### config.mk
export PLATFORM = sky130hd
export DESIGN_NAME = header_stream_flat
export DESIGN_NICKNAME = d
export VERILOG_FILES = /design/src/rtl/header_stream_if.sv /design/src/rtl/header_stream.sv /design/src/flat_wrapper.sv
export SDC_FILE = /design/constraint.sdc
export NUM_CORES = 1
export LEC_CHECK = 0
export CORE_MARGIN = 10
export CORE_UTILIZATION = 50
export DETAILED_ROUTE_END_ITERATION = 12
export PLACE_DENSITY = 0.75
export SYNTH_ARGS = -nofsm -noshare
export SYNTH_HDL_FRONTEND = slang
export SYNTH_SLANG_ARGS = --single-unit
### constraint.sdc
create_clock -name clk -period 67.7 [get_ports clk]
set_input_delay 20.31 -clock clk [delete_from_list [all_inputs] [get_ports clk]]
set_output_delay 20.31 -clock clk [all_outputs]
set_load 0.02 [all_outputs]
### src/rtl/header_stream_if.sv
// rtl/header_stream_if.sv - pixel-beat input and block-header output handshake bundle
interface header_stream_if #(
    parameter int PIXELS_PER_BEAT = 8,
    parameter int NUM_CHANNELS    = 4,
    parameter int CHAN_W          = 8,
    parameter int RW_W            = $clog2(CHAN_W + 1)
);
    logic                                        in_valid;
    logic                                        in_ready;
    logic [PIXELS_PER_BEAT*NUM_CHANNELS*CHAN_W-1:0] in_pixels;
    logic                                        out_valid;
    logic                                        out_ready;
    logic [NUM_CHANNELS*CHAN_W-1:0]              out_min;
    logic [NUM_CHANNELS*CHAN_W-1:0]              out_max;
    logic [NUM_CHANNELS*RW_W-1:0]                out_res_w;
    logic                                        out_compressable;

    modport master (
        output in_valid, in_pixels, out_ready,
        input  in_ready, out_valid, out_min, out_max, out_res_w, out_compressable
    );

    modport slave (
        input  in_valid, in_pixels, out_ready,
        output in_ready, out_valid, out_min, out_max, out_res_w, out_compressable
    );
endinterface

### src/rtl/header_stream.sv
// rtl/header_stream.sv - per-block channel min/max, residual width and compressable header generator
module header_stream #(
    parameter int NUM_PIXELS      = 32,
    parameter int PIXELS_PER_BEAT = 8,
    parameter int NUM_CHANNELS    = 4,
    parameter int CHAN_W          = 8,
    parameter int MAX_RES_W       = 4
) (
    input  logic          clk,
    input  logic          rst,
    header_stream_if.slave bus
);
    localparam int BEATS = NUM_PIXELS / PIXELS_PER_BEAT;
    localparam int RW_W  = $clog2(CHAN_W + 1);
    localparam int BC_W  = (BEATS > 1) ? $clog2(BEATS) : 1;
    localparam logic [BC_W-1:0] LAST_BEAT = BC_W'(BEATS - 1);

    logic [BC_W-1:0] beat_cnt;
    logic [NUM_CHANNELS-1:0][CHAN_W-1:0] acc_min, acc_max;
    logic [NUM_CHANNELS-1:0][CHAN_W-1:0] beat_min, beat_max;
    logic [NUM_CHANNELS-1:0][CHAN_W-1:0] fold_min, fold_max, rng;
    logic [NUM_CHANNELS-1:0][RW_W-1:0]   res_w;
    logic                                comp;

    logic [NUM_CHANNELS-1:0][CHAN_W-1:0] out_min_q, out_max_q;
    logic [NUM_CHANNELS-1:0][RW_W-1:0]   out_res_w_q;
    logic                                out_valid_q, out_comp_q;

    logic last_beat, accept;

    assign last_beat    = (beat_cnt == LAST_BEAT);
    assign bus.in_ready = !last_beat || !out_valid_q || bus.out_ready;
    assign accept       = bus.in_valid && bus.in_ready;

    // Min/max tree across the beat, then fold with the accumulator and
    // derive the residual width as the index of the top set bit plus one.
    always_comb begin
        comp = 1'b1;
        for (int c = 0; c < NUM_CHANNELS; c++) begin
            beat_min[c] = bus.in_pixels[c*CHAN_W +: CHAN_W];
            beat_max[c] = bus.in_pixels[c*CHAN_W +: CHAN_W];
            for (int p = 1; p < PIXELS_PER_BEAT; p++) begin
                if (bus.in_pixels[(p*NUM_CHANNELS+c)*CHAN_W +: CHAN_W] < beat_min[c])
                    beat_min[c] = bus.in_pixels[(p*NUM_CHANNELS+c)*CHAN_W +: CHAN_W];
                if (bus.in_pixels[(p*NUM_CHANNELS+c)*CHAN_W +: CHAN_W] > beat_max[c])
                    beat_max[c] = bus.in_pixels[(p*NUM_CHANNELS+c)*CHAN_W +: CHAN_W];
            end
            if (beat_cnt == '0) begin
                fold_min[c] = beat_min[c];
                fold_max[c] = beat_max[c];
            end else begin
                fold_min[c] = (beat_min[c] < acc_min[c]) ? beat_min[c] : acc_min[c];
                fold_max[c] = (beat_max[c] > acc_max[c]) ? beat_max[c] : acc_max[c];
            end
            rng[c]   = fold_max[c] - fold_min[c];
            res_w[c] = '0;
            for (int i = 0; i < CHAN_W; i++) begin
                if (rng[c][i])
                    res_w[c] = RW_W'(i + 1);
            end
            if (int'(res_w[c]) > MAX_RES_W)
                comp = 1'b0;
        end
    end

    always_ff @(posedge clk) begin
        if (rst) begin
            beat_cnt    <= '0;
            acc_min     <= '0;
            acc_max     <= '0;
            out_valid_q <= 1'b0;
            out_min_q   <= '0;
            out_max_q   <= '0;
            out_res_w_q <= '0;
            out_comp_q  <= 1'b0;
        end else begin
            if (accept) begin
                beat_cnt <= last_beat ? '0 : beat_cnt + 1'b1;
                acc_min  <= fold_min;
                acc_max  <= fold_max;
            end
            // A final beat landing in the same cycle as consumption reloads
            // the register and keeps out_valid high, so blocks run bubble-free.
            if (accept && last_beat) begin
                out_valid_q <= 1'b1;
                out_min_q   <= fold_min;
                out_max_q   <= fold_max;
                out_res_w_q <= res_w;
                out_comp_q  <= comp;
            end else if (out_valid_q && bus.out_ready) begin
                out_valid_q <= 1'b0;
            end
        end
    end

    assign bus.out_valid        = out_valid_q;
    assign bus.out_min          = out_min_q;
    assign bus.out_max          = out_max_q;
    assign bus.out_res_w        = out_res_w_q;
    assign bus.out_compressable = out_comp_q;
endmodule
### src/flat_wrapper.sv
// flat-port wrapper written by rule: the top's interface ports become plain ports
module header_stream_flat 
#(
    parameter int NUM_PIXELS      = 32,
    parameter int PIXELS_PER_BEAT = 8,
    parameter int NUM_CHANNELS    = 4,
    parameter int CHAN_W          = 8,
    parameter int MAX_RES_W       = 4
)
  (clk, rst, bus_in_valid, bus_in_pixels, bus_out_ready, bus_in_ready, bus_out_valid, bus_out_min, bus_out_max, bus_out_res_w, bus_out_compressable);
  header_stream_if #(.PIXELS_PER_BEAT(PIXELS_PER_BEAT), .NUM_CHANNELS(NUM_CHANNELS), .CHAN_W(CHAN_W)) bus_i ();
  input  logic clk;
  input  logic rst;
  input wire logic [$bits(bus_i.in_valid)-1:0] bus_in_valid;
  input wire logic [$bits(bus_i.in_pixels)-1:0] bus_in_pixels;
  input wire logic [$bits(bus_i.out_ready)-1:0] bus_out_ready;
  output wire logic [$bits(bus_i.in_ready)-1:0] bus_in_ready;
  output wire logic [$bits(bus_i.out_valid)-1:0] bus_out_valid;
  output wire logic [$bits(bus_i.out_min)-1:0] bus_out_min;
  output wire logic [$bits(bus_i.out_max)-1:0] bus_out_max;
  output wire logic [$bits(bus_i.out_res_w)-1:0] bus_out_res_w;
  output wire logic [$bits(bus_i.out_compressable)-1:0] bus_out_compressable;
  assign bus_i.in_valid = bus_in_valid;
  assign bus_i.in_pixels = bus_in_pixels;
  assign bus_i.out_ready = bus_out_ready;
  assign bus_in_ready = bus_i.in_ready;
  assign bus_out_valid = bus_i.out_valid;
  assign bus_out_min = bus_i.out_min;
  assign bus_out_max = bus_i.out_max;
  assign bus_out_res_w = bus_i.out_res_w;
  assign bus_out_compressable = bus_i.out_compressable;
  header_stream #(.NUM_PIXELS(NUM_PIXELS), .PIXELS_PER_BEAT(PIXELS_PER_BEAT), .NUM_CHANNELS(NUM_CHANNELS), .CHAN_W(CHAN_W), .MAX_RES_W(MAX_RES_W)) u_core (.clk(clk), .rst(rst), .bus(bus_i));
endmodule
Word level (Yosys, flattened, before mapping)
Cells that the tools add are included.
- register bits after elaboration: 148
- word-level logic and storage cells: 217
- add/sub/neg operators: 5
- magnitude comparators: 68
- eq/ne operators: 1
- muxes and demuxes: 111
- reduce and logical (&&, ||, !) cells: 9
- operator list (cell ; count):
    $mux W8 ; 72
    $gt A8 B8 Y1 ; 32
    $lt A8 B8 Y1 ; 32
    $mux W3 ; 16
    $sub A8 B8 Y8 ; 4
    $mux W2 ; 9
    $gt A4 B3 Y1 const B ; 4
    $mux W4 ; 4
    $mux W1 ; 10
    $logic_and A1 B1 Y1 ; 3
    $add A2 B1 Y2 const B ; 1
    $eq A2 B2 Y1 const B ; 1
    $logic_not A1 Y1 ; 2
    $logic_not A2 Y1 ; 1
    $logic_or A1 B1 Y1 ; 2
    $reduce_bool A2 Y1 ; 1

Logic depth before layout (Yosys ltp)
- word-level depth: 31
- depth in mapped cells: 100

Worst setup path before layout
No wires, ideal clock.
- path kind: in2out
- from: input port bus_out_ready
- to: output port bus_in_ready
- arrival: 20587 ps
- slack: 26803 ps
- stages: 1
- cells stage by stage: nand3b_1
- longest elaborated chain between the ends: 1
- RTL lines (element ; RTL line ; text):
    from (decl) ; flat_wrapper.sv:16 ; input wire logic [$bits(bus_i.out_ready)-1:0] bus_out_ready;
    $logic_or A1 B1 Y1 ; header_stream.sv:32 ; assign bus.in_ready = !last_beat || !out_valid_q || bus.out_ready;
    to (decl) ; flat_wrapper.sv:17 ; output wire logic [$bits(bus_i.in_ready)-1:0] bus_in_ready;
No other way between the ends.

Worst setup path in the final report
Ends and elaborated chain as after synthesis.

==> qor_table.md <==
| Result | Value | Unit |
|---|---|---|
| Result of the run | finished, final reports clean | - |
| Dominant cell type by count on the critical path | sky130_fd_sc_hd__clkdlybuf4s50_1 | - |
| Maximum clock frequency | 23.9 | MHz |
| Critical path data arrival time | 21.56 | ns |
| Number of buffers inserted during clock tree synthesis | 17 | - |
| Clock tree root driver cell | sky130_fd_sc_hd__clkbuf_16 | - |
| Clock-pin transition on the worst setup and hold timing paths | 0.06 | ns |
| Pin count of the biggest net entering global routing | 105 | - |
| Global-route wire length before repair | 121000 | um |
| Number of top-level pins | 343 | - |
| Number of max-capacitance violations reported | 0 | - |
| Slowest cell on crit path | sky130_fd_sc_hd__clkdlybuf4s50_1 | - |
| Total count of max-transition violations in the final report | 0 | - |
| Reg2reg path depth | 21 | - |
| Yosys warning count | 0 | - |
| Number of failing hold endpoints at the final stage | 0 | - |
| Clock latency on the worst-skew pair | 0.43 | ns |
| Die width | 243 | um |
| Clock tree from TritonCTS | yes | - |
| Setup slack of the most critical reg-to-reg path | 62.10 | ns |
| Share of the clock period used by the worst path | 61.8 | % |
| Cell family with the largest share of critical-path delay | buffers and inverters | - |
| Maximum vdd ir drop | 0.0551 | mV |
| Number of gates given a new drive strength after cts | 0 | - |
| WL per Instance | 17.0 | um |
| Worst reg2reg endpoint | u_core.bus.out_compressable | - |
| Setup clock skew after layout | 0.00885 | ns |
| Number of flops mapped to enable cells by yosys | 0 | - |
| Max FO, Critical Path | 3 | - |
| Core area | 49100 | um2 |
| Total half-perimeter wirelength after legalization and detailed placement | 62000 | um |
| Number of global-route vias before repair | 23900 | - |
| Period minus WS final | 41.87 | ns |
| Initial Utilization | 50.7 | % |
| Startpoint kind of the worst setup timing path | input pin | - |
| Cell count of the worst hold path | 2 | - |
| Worst-Margin Slew | 1.20 | ns |
| DRT Wirelength | 74700 | um |
| Hold path startpoint | u_core.bus.out_min[28] | - |
| Worst Hold Endpoint | u_core.bus.out_min[28] | - |
| Number of nets produced by synthesis | 4168 | - |
| Average footprint of a synthesized cell | 7.22 | um2 |
| Ratio of total power to cell area | 57.0 | nW/um2 |
| Hold bufs inserted after CTS | 0 | - |
| Setup crit end kind | output port | - |
| Input/output buffers | 342 | - |
| Critical path buffer and inverter count | 2 | - |
| DR pass1 iterations | 5 | - |
| Number of antenna-violating nets in the routed design | 0 | - |
| Final #Nets | 4449 | - |
| Area delta synth->final | 18.4 | % |
| CTS Buffer Depth | 2 | - |
| Number of design-rule violations left by the first detailed-router iteration | 1622 | - |
| Setup repair after global routing missed its margin | false | - |
| Detailed-route vias per instance | 5.63 | - |
| Tightest hold margin | 0.454 | ns |
| Sum of negative setup slack | 0 | ns |
| Clock sink count | 148 | - |
| Total non-filler cell area in the finished layout | 29400 | um2 |
| Unique masters post-synth | 104 | - |
| Fin util | 60.0 | % |
| Hold crit path type | register to register | - |
| DIE HEIGHT | 243 | um |
| Placement-stage cell area | 28900 | um2 |
| Leak | 14.1 | nW |
| Required time at the endpoint of the critical path | 47.39 | ns |
| Launch point of the worst reg-to-reg path | u_core.acc_max[18] | - |
| Post-synthesis instance total | 3442 | - |
| Headroom to the max-slew limit | 19.2 | % |
| Mapped Area | 24900 | um2 |
| Async set-or-reset flop fraction in the synthesized netlist | 0 | % |
| Number of buffers added for setup after CTS | 0 | - |
| Global route total overflow | 0 | - |
| Setup violations, final | 0 | - |
| Floorplan die area | 59000 | um2 |
| Number of design rule violations left after detail routing | 0 | - |
| Sequential cell area fraction in the yosys report | 11.9 | % |
| Commonest register cell after synthesis | sky130_fd_sc_hd__dfxtp_1 | - |
| Routability congestion estimate from global placement | 0.938 | - |
| Number of cell rows | 81 | - |
| Combined global-route utilization of all metal layers | 24.3 | % |
| Count of vias placed by the detailed router | 24800 | - |
| Category of the most critical setup path | input pin to output port | - |
| Worst path max stage delay | 0.63 | ns |
| Number of flip-flops and latches in the synthesized netlist | 148 | - |
| Layout cells sized above 1 | 5.14 | % |
| Worst path cell trace | clkdlybuf4s50_1 > nand3b_1 > clkdlybuf4s50_1 | - |
| CTS HTree Levels | 4 | - |
| Initial antenna violation count | 1 | - |
per-stage QoR:
stage / total power [mW] / worst slack [ns] / std cells
floorplan: 1.24 / 26.80 / 3442
global placement: 1.53 / 25.85 / 4368
detailed placement: 1.55 / 25.84 / 4368
CTS: 1.67 / 25.83 / 4400
global route: 1.88 / 25.79 / 4401
finish: 1.68 / 25.83 / 4401
synth_stat cells (15+ instances only):
master	number	area [um2]
sky130_fd_sc_hd__nor2_1	327	1230
sky130_fd_sc_hd__a31oi_1	19	119
sky130_fd_sc_hd__nor3_1	19	95.1
sky130_fd_sc_hd__nand2_1	374	1400
sky130_fd_sc_hd__nand2b_1	38	238
sky130_fd_sc_hd__and3_1	28	175
sky130_fd_sc_hd__a21oi_1	354	1770
sky130_fd_sc_hd__mux2_2	86	968
sky130_fd_sc_hd__a211o_1	15	131
sky130_fd_sc_hd__a21o_1	95	713
sky130_fd_sc_hd__o211ai_1	17	128
sky130_fd_sc_hd__a211oi_1	34	255
sky130_fd_sc_hd__nor2b_1	46	288
sky130_fd_sc_hd__dfxtp_1	148	2960
sky130_fd_sc_hd__o21ai_1	23	115
sky130_fd_sc_hd__clkbuf_1	80	300
sky130_fd_sc_hd__mux2i_1	197	1970
sky130_fd_sc_hd__inv_1	395	1480
sky130_fd_sc_hd__o21a_1	52	390
sky130_fd_sc_hd__ha_1	462	5780
sky130_fd_sc_hd__and2_1	16	100
sky130_fd_sc_hd__nand4_1	36	225
sky130_fd_sc_hd__nand3_1	90	450
sky130_fd_sc_hd__o21ai_0	229	1150
sky130_fd_sc_hd__xnor2_1	21	184
layer usage:
metal	vias to the layer above	track usage [%]	routed length [um]	share of wire (%)
li1	12800	-	-	-
met1	11300	31.5	34700	46
met2	558	41.2	34200	46
met3	88	4.13	4240	5.7
met4	0	5.79	1550	2.1
met5	-	0	0	0
report_power, final:
part	switching, mW	internal (mW)	leakage, nW
Clock	0.0422	0.0516	0.283
Combinational	0.874	0.601	12.7
Sequential	0.00884	0.101	1.20
worst reg2reg max path, delay by kind of cell, from the launching register on:
kind,cells,cell delay (ns)
simple gates,2,0.71
buf+inv,1,0.06
compound gates,14,3.39
flops,1,0.33
xor+xnor,2,0.40
fa+ha+maj,2,0.66
cell type report:
| cell class | instances | area, um2 |
|---|---|---|
| repair buffers | 354 | 3510 |
| inverters | 395 | 1480 |
| clock buffers | 17 | 425 |
| clock inverters | 15 | 145 |
| multi-input cells | 2807 | 20100 |
| flip-flops and latches | 148 | 2960 |
| diodes | 1 | 2.50 |
| fillers | 4638 | 19600 |
| well taps | 664 | 831 |
registers in the layout (all words and copies together), names as in the netlist:
name and count:
u_core.acc_max 32, u_core.bus.out_res_w 16, u_core.acc_min 32, u_core.beat_cnt 2
u_core.bus.out_max 32, u_core.bus.out_compressable 1, u_core.bus.out_min 32, u_core.bus.out_valid 1
cells by family after synthesis:
kind of cell / Yosys count / share of synthesized area, %
flops: 148 / 11.9
fa+ha+maj: 467 / 23.6
simple gates: 1040 / 19.0
mux: 288 / 12.1
xor+xnor: 34 / 1.20
compound gates: 978 / 24.8
buf+inv: 487 / 7.39
placed cells by master (no fill, tap or decap), types with 46 or more instances in the layout:
cell                              netlist  final
sky130_fd_sc_hd__a21o_1                95     95
sky130_fd_sc_hd__a21oi_1              354    354
sky130_fd_sc_hd__clkdlybuf4s50_1        0    341
sky130_fd_sc_hd__dfxtp_1              148    148
sky130_fd_sc_hd__ha_1                 462    462
sky130_fd_sc_hd__inv_1                395    395
sky130_fd_sc_hd__mux2_2                86     86
sky130_fd_sc_hd__mux2i_1              197    197
sky130_fd_sc_hd__nand2_1              374    372
sky130_fd_sc_hd__nand3_1               90     90
sky130_fd_sc_hd__nor2_1               327    327
sky130_fd_sc_hd__nor2b_1               46     46
sky130_fd_sc_hd__o21a_1                52     52
sky130_fd_sc_hd__o21ai_0              229    229
how the worst max path moves through the flow:
stage	startpoint	end	slack, ns	depth (start not counted)
finish	bus_out_ready	bus_in_ready	25.83	3
global route	bus_out_ready	bus_in_ready	25.79	3
CTS	bus_out_ready	bus_in_ready	25.83	3
detailed placement	bus_out_ready	bus_in_ready	25.84	3
global placement	bus_out_ready	bus_in_ready	25.85	3
floorplan	bus_out_ready	bus_in_ready	26.80	1
Note: power is estimated with default switching activity, not from simulation.
